--- src/rtl/fifo_feed_ctrl.sv ---
// ---------------------------------------------------------------------------------------------
// fifo_feed_ctrl
//
// Sequencing controller for the bank of lane FIFOs that feed the CNN systolic array. A tile is
// loaded by distributing the shared input stream round-robin across the lanes (lane pointer
// advances on every accepted word, word counter advances on every lane wrap). The tile is then
// drained with per-lane read enables so that lane i enters the array i cycles after lane 0.
// The controller carries no data: the write data bus is broadcast to every FIFO, and only the
// write/read/enable strobes are generated here.
//
// Build option:
//   FEED_SKEW_EN  defined   -> staggered drain, lane i reads during drain cycles i..i+DEPTH-1,
//                              drain lasts DEPTH+LANES-1 cycles.
//                 undefined -> all lanes read together for DEPTH cycles.
//   The port list is identical in both builds.
//
// Parameters:
//   LANES        number of lane FIFOs (>= 2)
//   DEPTH        words per lane per tile (>= 1, <= FIFO capacity)
//
// Ports:
//   clk          clock, all state updates on the rising edge
//   reset        asynchronous active-low reset
//   start        begin a tile (sampled only in IDLE)
//   in_valid     upstream word present on the shared data bus
//   in_ready     controller accepts the word this cycle
//   array_stall  freeze the drain (no reads, drain counter held)
//   fifo_full    per-lane full flags
//   fifo_empty   per-lane empty flags
//   fifo_wr      per-lane write strobes (same cycle as the accepted word)
//   fifo_rd      per-lane read strobes
//   fifo_en      FIFO enable, high whenever not IDLE
//   busy         controller is not IDLE
//   done         one-cycle pulse at tile completion (registered)
//   underflow    sticky: a read was issued to an empty lane (registered)
// ---------------------------------------------------------------------------------------------

module fifo_feed_ctrl #(
    parameter int unsigned LANES = 4,
    parameter int unsigned DEPTH = 8
) (
    input  logic             clk,
    input  logic             reset,
    input  logic             start,
    input  logic             in_valid,
    output logic             in_ready,
    input  logic             array_stall,
    input  logic [LANES-1:0] fifo_full,
    input  logic [LANES-1:0] fifo_empty,
    output logic [LANES-1:0] fifo_wr,
    output logic [LANES-1:0] fifo_rd,
    output logic             fifo_en,
    output logic             busy,
    output logic             done,
    output logic             underflow
);

    // Counter widths
    localparam int unsigned LW = (LANES > 1) ? $clog2(LANES) : 1;
    localparam int unsigned WW = (DEPTH > 1) ? $clog2(DEPTH + 1) : 1;
    localparam int unsigned TW = $clog2(DEPTH + LANES);

`ifdef FEED_SKEW_EN
    // Last drain cycle: lane LANES-1 reads its final word at t = DEPTH+LANES-2
    localparam int unsigned TEnd = DEPTH + LANES - 2;
`else
    // All lanes read together, last read at t = DEPTH-1
    localparam int unsigned TEnd = DEPTH - 1;
`endif

    // FSM encoding
    localparam logic [1:0] StIdle  = 2'd0;
    localparam logic [1:0] StLoad  = 2'd1;
    localparam logic [1:0] StDrain = 2'd2;
    localparam logic [1:0] StDone  = 2'd3;

    logic [1:0]    state_q, state_d;
    logic [LW-1:0] lane_q,  lane_d;
    logic [WW-1:0] word_q,  word_d;
    logic [TW-1:0] t_q,     t_d;
    logic          done_q,  done_d;
    logic          underflow_q, underflow_d;

    logic          accept;
    logic          last_lane;
    logic          last_word;

    // -----------------------------------------------------------------------------------------
    // Load-side decode
    // -----------------------------------------------------------------------------------------
    assign last_lane = (lane_q == LW'(LANES - 1));
    assign last_word = (word_q == WW'(DEPTH - 1));

    always_comb begin
        in_ready = 1'b0;
        if (state_q == StLoad) begin
            in_ready = ~fifo_full[lane_q];
        end
    end

    assign accept = in_valid & in_ready;

    // Exactly one write strobe, on the lane the pointer currently addresses
    always_comb begin
        fifo_wr = '0;
        for (int i = 0; i < int'(LANES); i++) begin
            fifo_wr[i] = accept & (lane_q == LW'(i));
        end
    end

    // -----------------------------------------------------------------------------------------
    // Drain-side decode
    // -----------------------------------------------------------------------------------------
    always_comb begin
        fifo_rd = '0;
        if ((state_q == StDrain) && !array_stall) begin
            for (int i = 0; i < int'(LANES); i++) begin
`ifdef FEED_SKEW_EN
                // Lane i window is [i, i+DEPTH); this produces the diagonal wavefront
                fifo_rd[i] = (t_q >= TW'(i)) && (t_q < TW'(i + int'(DEPTH)));
`else
                fifo_rd[i] = (t_q < TW'(DEPTH));
`endif
            end
        end
    end

    // -----------------------------------------------------------------------------------------
    // Next-state logic
    // -----------------------------------------------------------------------------------------
    always_comb begin
        state_d = state_q;
        lane_d  = lane_q;
        word_d  = word_q;
        t_d     = t_q;

        case (state_q)
            StIdle: begin
                if (start) begin
                    state_d = StLoad;
                    lane_d  = '0;
                    word_d  = '0;
                end
            end

            StLoad: begin
                if (accept) begin
                    if (last_lane) begin
                        lane_d = '0;
                        word_d = word_q + WW'(1);
                        // Final word of the tile: drain starts on the very next cycle
                        if (last_word) begin
                            state_d = StDrain;
                            t_d     = '0;
                        end
                    end else begin
                        lane_d = lane_q + LW'(1);
                    end
                end
            end

            StDrain: begin
                if (!array_stall) begin
                    if (t_q == TW'(TEnd)) begin
                        state_d = StDone;
                    end else begin
                        t_d = t_q + TW'(1);
                    end
                end
            end

            StDone: begin
                // start is not sampled here; a new tile may begin from the next IDLE cycle
                state_d = StIdle;
            end

            default: begin
                state_d = StIdle;
            end
        endcase
    end

    // done is high exactly while the registered state is DONE
    assign done_d      = (state_d == StDone);
    assign underflow_d = underflow_q | (|(fifo_rd & fifo_empty));

    // -----------------------------------------------------------------------------------------
    // State registers
    // -----------------------------------------------------------------------------------------
    always_ff @(posedge clk or negedge reset) begin
        if (!reset) begin
            state_q     <= StIdle;
            lane_q      <= '0;
            word_q      <= '0;
            t_q         <= '0;
            done_q      <= 1'b0;
            underflow_q <= 1'b0;
        end else begin
            state_q     <= state_d;
            lane_q      <= lane_d;
            word_q      <= word_d;
            t_q         <= t_d;
            done_q      <= done_d;
            underflow_q <= underflow_d;
        end
    end

    // -----------------------------------------------------------------------------------------
    // Outputs
    // -----------------------------------------------------------------------------------------
    assign busy      = (state_q != StIdle);
    assign fifo_en   = busy;
    assign done      = done_q;
    assign underflow = underflow_q;

endmodule

--- config.mk ---
export PLATFORM = sky130hd
export DESIGN_NAME = fifo_feed_ctrl
export DESIGN_NICKNAME = d
export VERILOG_FILES = /design/src/rtl/fifo_feed_ctrl.sv
export SDC_FILE = /design/constraint.sdc
export NUM_CORES = 1
export LEC_CHECK = 0
export ABC_AREA = 0
export ABC_CLOCK_PERIOD_IN_PS = 3700
export CAP_MARGIN = 20
export CORE_UTILIZATION = 49
export DETAILED_ROUTE_END_ITERATION = 7
export HOLD_SLACK_MARGIN = 0.1
export PLACE_DENSITY = 0.83
export SETUP_SLACK_MARGIN = 0.5
export SLEW_MARGIN = 40
export SYNTH_ARGS = -nofsm -noshare
export SYNTH_HDL_FRONTEND = slang
export SYNTH_SLANG_ARGS = --single-unit
--- constraint.sdc ---
create_clock -name clk -period 3.7 [get_ports clk]
set_input_delay 0.555 -clock clk [delete_from_list [all_inputs] [get_ports clk]]
set_output_delay 0.555 -clock clk [all_outputs]
set_load 0.01 [all_outputs]
Word-level counts from Yosys, hierarchy flattened
Cells that the tools add are included.
- magnitude comparators: 2
- add/sub/neg operators: 3
- reduce and logical (&&, ||, !) cells: 11
- multiplexer cells: 25
- bitwise logic cells: 8
- divide/modulo/power cells: 0
- multiply operators: 0
- eq/ne operators: 15
- shifts and indexed selects: 0
- operators with widths (kind ; count):
    $mux W4 ; 9
    $mux W2 ; 9
    $pmux W4 S2 ; 2
    $ne A2 B2 Y1 const B ; 6
    $eq A2 B2 Y1 const B ; 5
    $add A4 B1 Y4 const B ; 2
    $eq A4 B3 Y1 const B ; 2
    $pmux W2 S4 ; 1
    $reduce_and A6 Y1 ; 1
    $reduce_bool A2 Y1 ; 3
    $and A1 B1 Y1 ; 5
    $and A4 B4 Y4 ; 1
    $eq A2 B1 Y1 const B ; 2
    $logic_not A2 Y1 ; 2
    $lt A4 B4 Y1 const B ; 1
    $pmux W2 S2 ; 1
    $reduce_and A4 Y1 ; 1
    $reduce_or A4 Y1 ; 1
    $lt A2 B3 Y1 const B ; 1
    $reduce_and A3 Y1 ; 1
    $add A2 B1 Y2 const B ; 1
    $bmux W1 S2 ; 1
    $mux W1 ; 2
    $logic_and A1 B1 Y1 ; 1
    other kinds (3) ; 3
- ROM bits: 0
- input bits: 13
- bits in writable memories: 0
- bits in latches: 0
- word-level logic and storage cells: 70
- memories kept: 0
- output and inout bits: 13
- register bits after elaboration: 14

Longest topological paths before layout
- word-level depth: 8
- mapped depth: 4
- depth with buffers taken out: 4

Worst setup path after synthesis
Ideal clock, no wire load.
- path type: input to output
- start point: in fifo_full[3]
- end point: out fifo_wr[0]
- data arrival time: 1.543 ns
- required time: 3.145 ns
- stages on the path: 3
- buffers on the path: 0
- setup slack: 1.602 ns
- cells stage by stage: mux4_2 > nor2_1 > and2_1
- longest elaborated chain between the ends: 6
- ends and longest elaborated chain (item ; line ; RTL):
    start, declared ; 48 ; input logic [LANES-1:0] fifo_full,
    $bmux W1 S2 ; 97 ; in_ready = ~fifo_full[lane_q];
    $mux W1 (not written as such) ; 97 ;
    $not A1 Y1 ; 97 ;
    $mux W1 ; 96 ; if (state_q == StLoad) begin
    $and A1 B1 Y1 ; 101 ; assign accept = in_valid & in_ready;
    $and A1 B1 Y1 ; 107 ; fifo_wr[i] = accept & (lane_q == LW'(i));
    end, declared ; 50 ; output logic [LANES-1:0] fifo_wr,
Every way passes these cells. The select of a mux whose other input is x is not followed.

Final worst setup path
- start point: in fifo_full[3]
- end point: out fifo_wr[1]
Same word-level chain as after synthesis.

==> flow_metrics.py <==
metrics = {
    "clock_network": {
        "insertion_delay_ns": 0.28,
        "clk_pin_slew_ns": 0.08,
        "cts.path.max_buffers": 2,
        "cts_tree": "yes",
        "ctsHoldBuffers": 0,
        "clock_sinks": 14,
        "cts_max_level": 1,
        "numCtsBuffers": 3,
        "root_buffer": "clkbuf_4",
        "cts_resized": 0,
        "cts_setup_buffers": 0,
    },
    "timing": {
        "finClkSkew_ns": 0.00452,
        "report.final.hold_viol_count": 0,
        "rsz0062_at_grt": "no",
        "setup_viol": 0,
        "period_minus_slack_ns": 3.07,
        "setup_tns_ns": 0,
        "slew_headroom": 0.585,
        "fin_worst_hold_slack_ns": 0.493,
        "slew_viol_final": 0,
        "max_freq_mhz": 325,
        "setup_ws_ns": 0.627,
        "min_period_over_period": 0.831,
        "tightest_slew_ns": 0.620,
    },
    "route": {
        "wl_per_cell_um": 14.3,
        "vias_per_cell": 5.71,
        "vias": 719,
        "firstDrtPassIters": 4,
        "route.detailed.drc": 0,
        "drt_iter0_drc": 14,
        "drt_wl_total_um": 1800,
        "ant_nets": 0,
    },
    "die": {
        "initial_core_util": 0.543,
        "dieHeight_um": 43.8,
        "rows": 14,
        "core_area_um2": 1580,
        "fp.dieW_um": 43.8,
        "io_pins": 26,
        "dieArea_um2": 1920,
    },
    "logic_synthesis": {
        "ys.flop_type": "dfrtp_1",
        "syn_area_per_cell_um2": 9.95,
        "yosysSeqAreaShare": 0.409,
        "synth.area.top_cells": "dfrtp_1 (41%), ha_1 (8.8%), mux2i_1 (4.7%)",
        "synth_cell_types": 33,
        "syn_nets": 105,
        "yosysWarnings": 0,
        "yosysTopAreaCell": "dfrtp_1",
        "synth_edf_count": 0,
        "synth_top_area_share": 0.409,
        "synth_area_um2": 856,
        "syn_inst": 86,
        "synth_async_sr_flop_share": 1.00,
        "ys_seq_elements": 14,
    },
    "worst_setup_path": {
        "worst-setup-path-type": "in -> out",
        "timing.critical_path.to_type": "output pin",
        "path_cells": "clkdlybuf4s50_1 > mux4_2 > nor2_1 > and2_1 > clkdlybuf4s50_1",
        "path_max_fanout": 8,
        "critPathLaunchType": "primary input",
        "cpMostUsedCell": "clkdlybuf4s50_1",
        "r2r-start": "lane_q[0]$_DFFE_PN0P_",
        "crit_path_start": "fifo_full[3]",
        "required_ns": 3.14,
        "slowest_delay_ns": 0.58,
        "slowest_stage": "mux4_2",
        "rrSetupSlack_ns": 1.81,
        "critPathCapture": "fifo_wr[1]",
        "worstPathArrival_ns": 2.52,
        "ff2ff_path_depth": 3,
        "r2r-end": "word_q[3]$_DFFE_PN0P_",
    },
    "grt": {
        "grt_pass1_wl_um": 2820,
        "grt_usage": 0.202,
        "gr-total-overflow": 0,
        "grt_max_degree": 15,
        "grt_pass1_vias": 658,
        "antenna_found_initial": 0,
    },
    "finish": {
        "drive_gt1_frac": 0.100,
        "synthToLayoutAreaGrowth_pct": 31.9,
        "fill_cells": 128,
        "fin_util": 0.716,
        "num_antenna_cells": 0,
        "fin_nets": 130,
    },
    "pwr": {
        "p_leak_nw": 0.508,
        "powerDensity_nw_per_um2": 489,
        "ir_drop_mv": 0.349,
    },
    "place": {
        "dp.final_hpwl_um": 1390,
        "pre_cts_slack_ns": 0.632,
        "place_congestion": 0.763,
        "port_buffers": 25,
    },
    "run": {
        "max_cap_violations": 0,
    },
    "hold_path": {
        "hold_path.startpoint": "underflow$_DFF_PN0_",
        "hold_path_class": "reg -> reg",
    },
    "outcome": {
        "status": "finished, final reports clean",
    },
}
## cell families after synthesis
kind of cell,Yosys count,synth area share
multiplexers,5,0.0731
AO/OA/AOI/OAI,14,0.104
buffers and inverters,12,0.0702
flip-flops,14,0.409
adder cells (fa/ha/maj),6,0.0877
AND/OR/NAND/NOR,35,0.256
## through the flow
step | instances | total power [mW] | instance area [µm²]
after detailed placement | 122 | 0.444 | 1090
after CTS | 126 | 0.554 | 1130
after global routing | 126 | 0.587 | 1130
after global placement | 122 | 0.432 | 1090
final | 126 | 0.552 | 1130
after floorplan | 86 | 0.354 | 856
## registers in the layout, indices dropped and copies added, names as in the netlist
name / cells
underflow: 1
state_q: 2
word_q: 4
t_q: 4
lane_q: 2
done: 1
## final cells by class
cell class	instances	area (µm²)	share of cell area
inverters	7	26.3	0.0233
flip-flops and latches	14	350	0.310
repair buffers	25	250	0.222
well taps	16	20.0	0.0177
multi-input cells	60	445	0.395
clock buffers	4	36.3	0.0322
## how the worst min path moves through the flow
stage | end | slack, ns | cells past startpoint
2_1_floorplan | done$_DFF_PN0_ | 0.26 | 0
3_5_place_dp | underflow$_DFF_PN0_ | 0.48 | 1
6_report | underflow$_DFF_PN0_ | 0.49 | 1
5_1_grt | underflow$_DFF_PN0_ | 0.51 | 1
3_3_place_gp | underflow$_DFF_PN0_ | 0.46 | 1
4_1_cts | underflow$_DFF_PN0_ | 0.50 | 1
## power breakdown
part	switching (mW)	leakage (nW)	internal, mW
Combinational	0.108	0.310	0.111
Sequential	0.0394	0.177	0.183
Clock	0.0506	0.0210	0.0598
## critical path, delay by kind of cell
| family | cells | cell delay [ns] |
|---|---|---|
| buffers and inverters | 2 | 0.93 |
| muxes | 1 | 0.58 |
| and+or+nand+nor | 2 | 0.45 |
## layout by cell type, fill, tap and decap left out, types with 2 or more instances in the layout
cell type | netlist | routed
nand2b_1 | 3 | 3
clkdlybuf4s50_1 | 0 | 25
dfrtp_1 | 14 | 14
nand2_1 | 7 | 7
or4_1 | 2 | 2
ha_1 | 6 | 6
and2_1 | 3 | 3
nand3b_1 | 2 | 2
clkbuf_4 | 0 | 3
inv_1 | 7 | 7
nand3_1 | 3 | 3
a21oi_1 | 2 | 2
or3b_2 | 2 | 2
o21ai_0 | 5 | 5
nor2_1 | 4 | 4
mux2i_1 | 4 | 4
## metal layers
layer,share of wire,track usage,up-vias
met5,0,0,-
met4,0.010,0.0938,0
met3,0.046,0.0417,2
met2,0.54,0.367,24
met1,0.41,0.223,348
li1,-,-,345
## synthesized netlist by cell type (2+ instances only)
cell,number
nor2_1,4
or4_1,2
a21oi_1,2
buf_4,4
o21ai_0,5
nand2_1,7
dfrtp_1,14
ha_1,6
inv_1,7
and2_1,3
or3b_2,2
nand2b_1,3
mux2i_1,4
nand3_1,3
nand3b_1,2
Power figures use the tool's default switching activity.
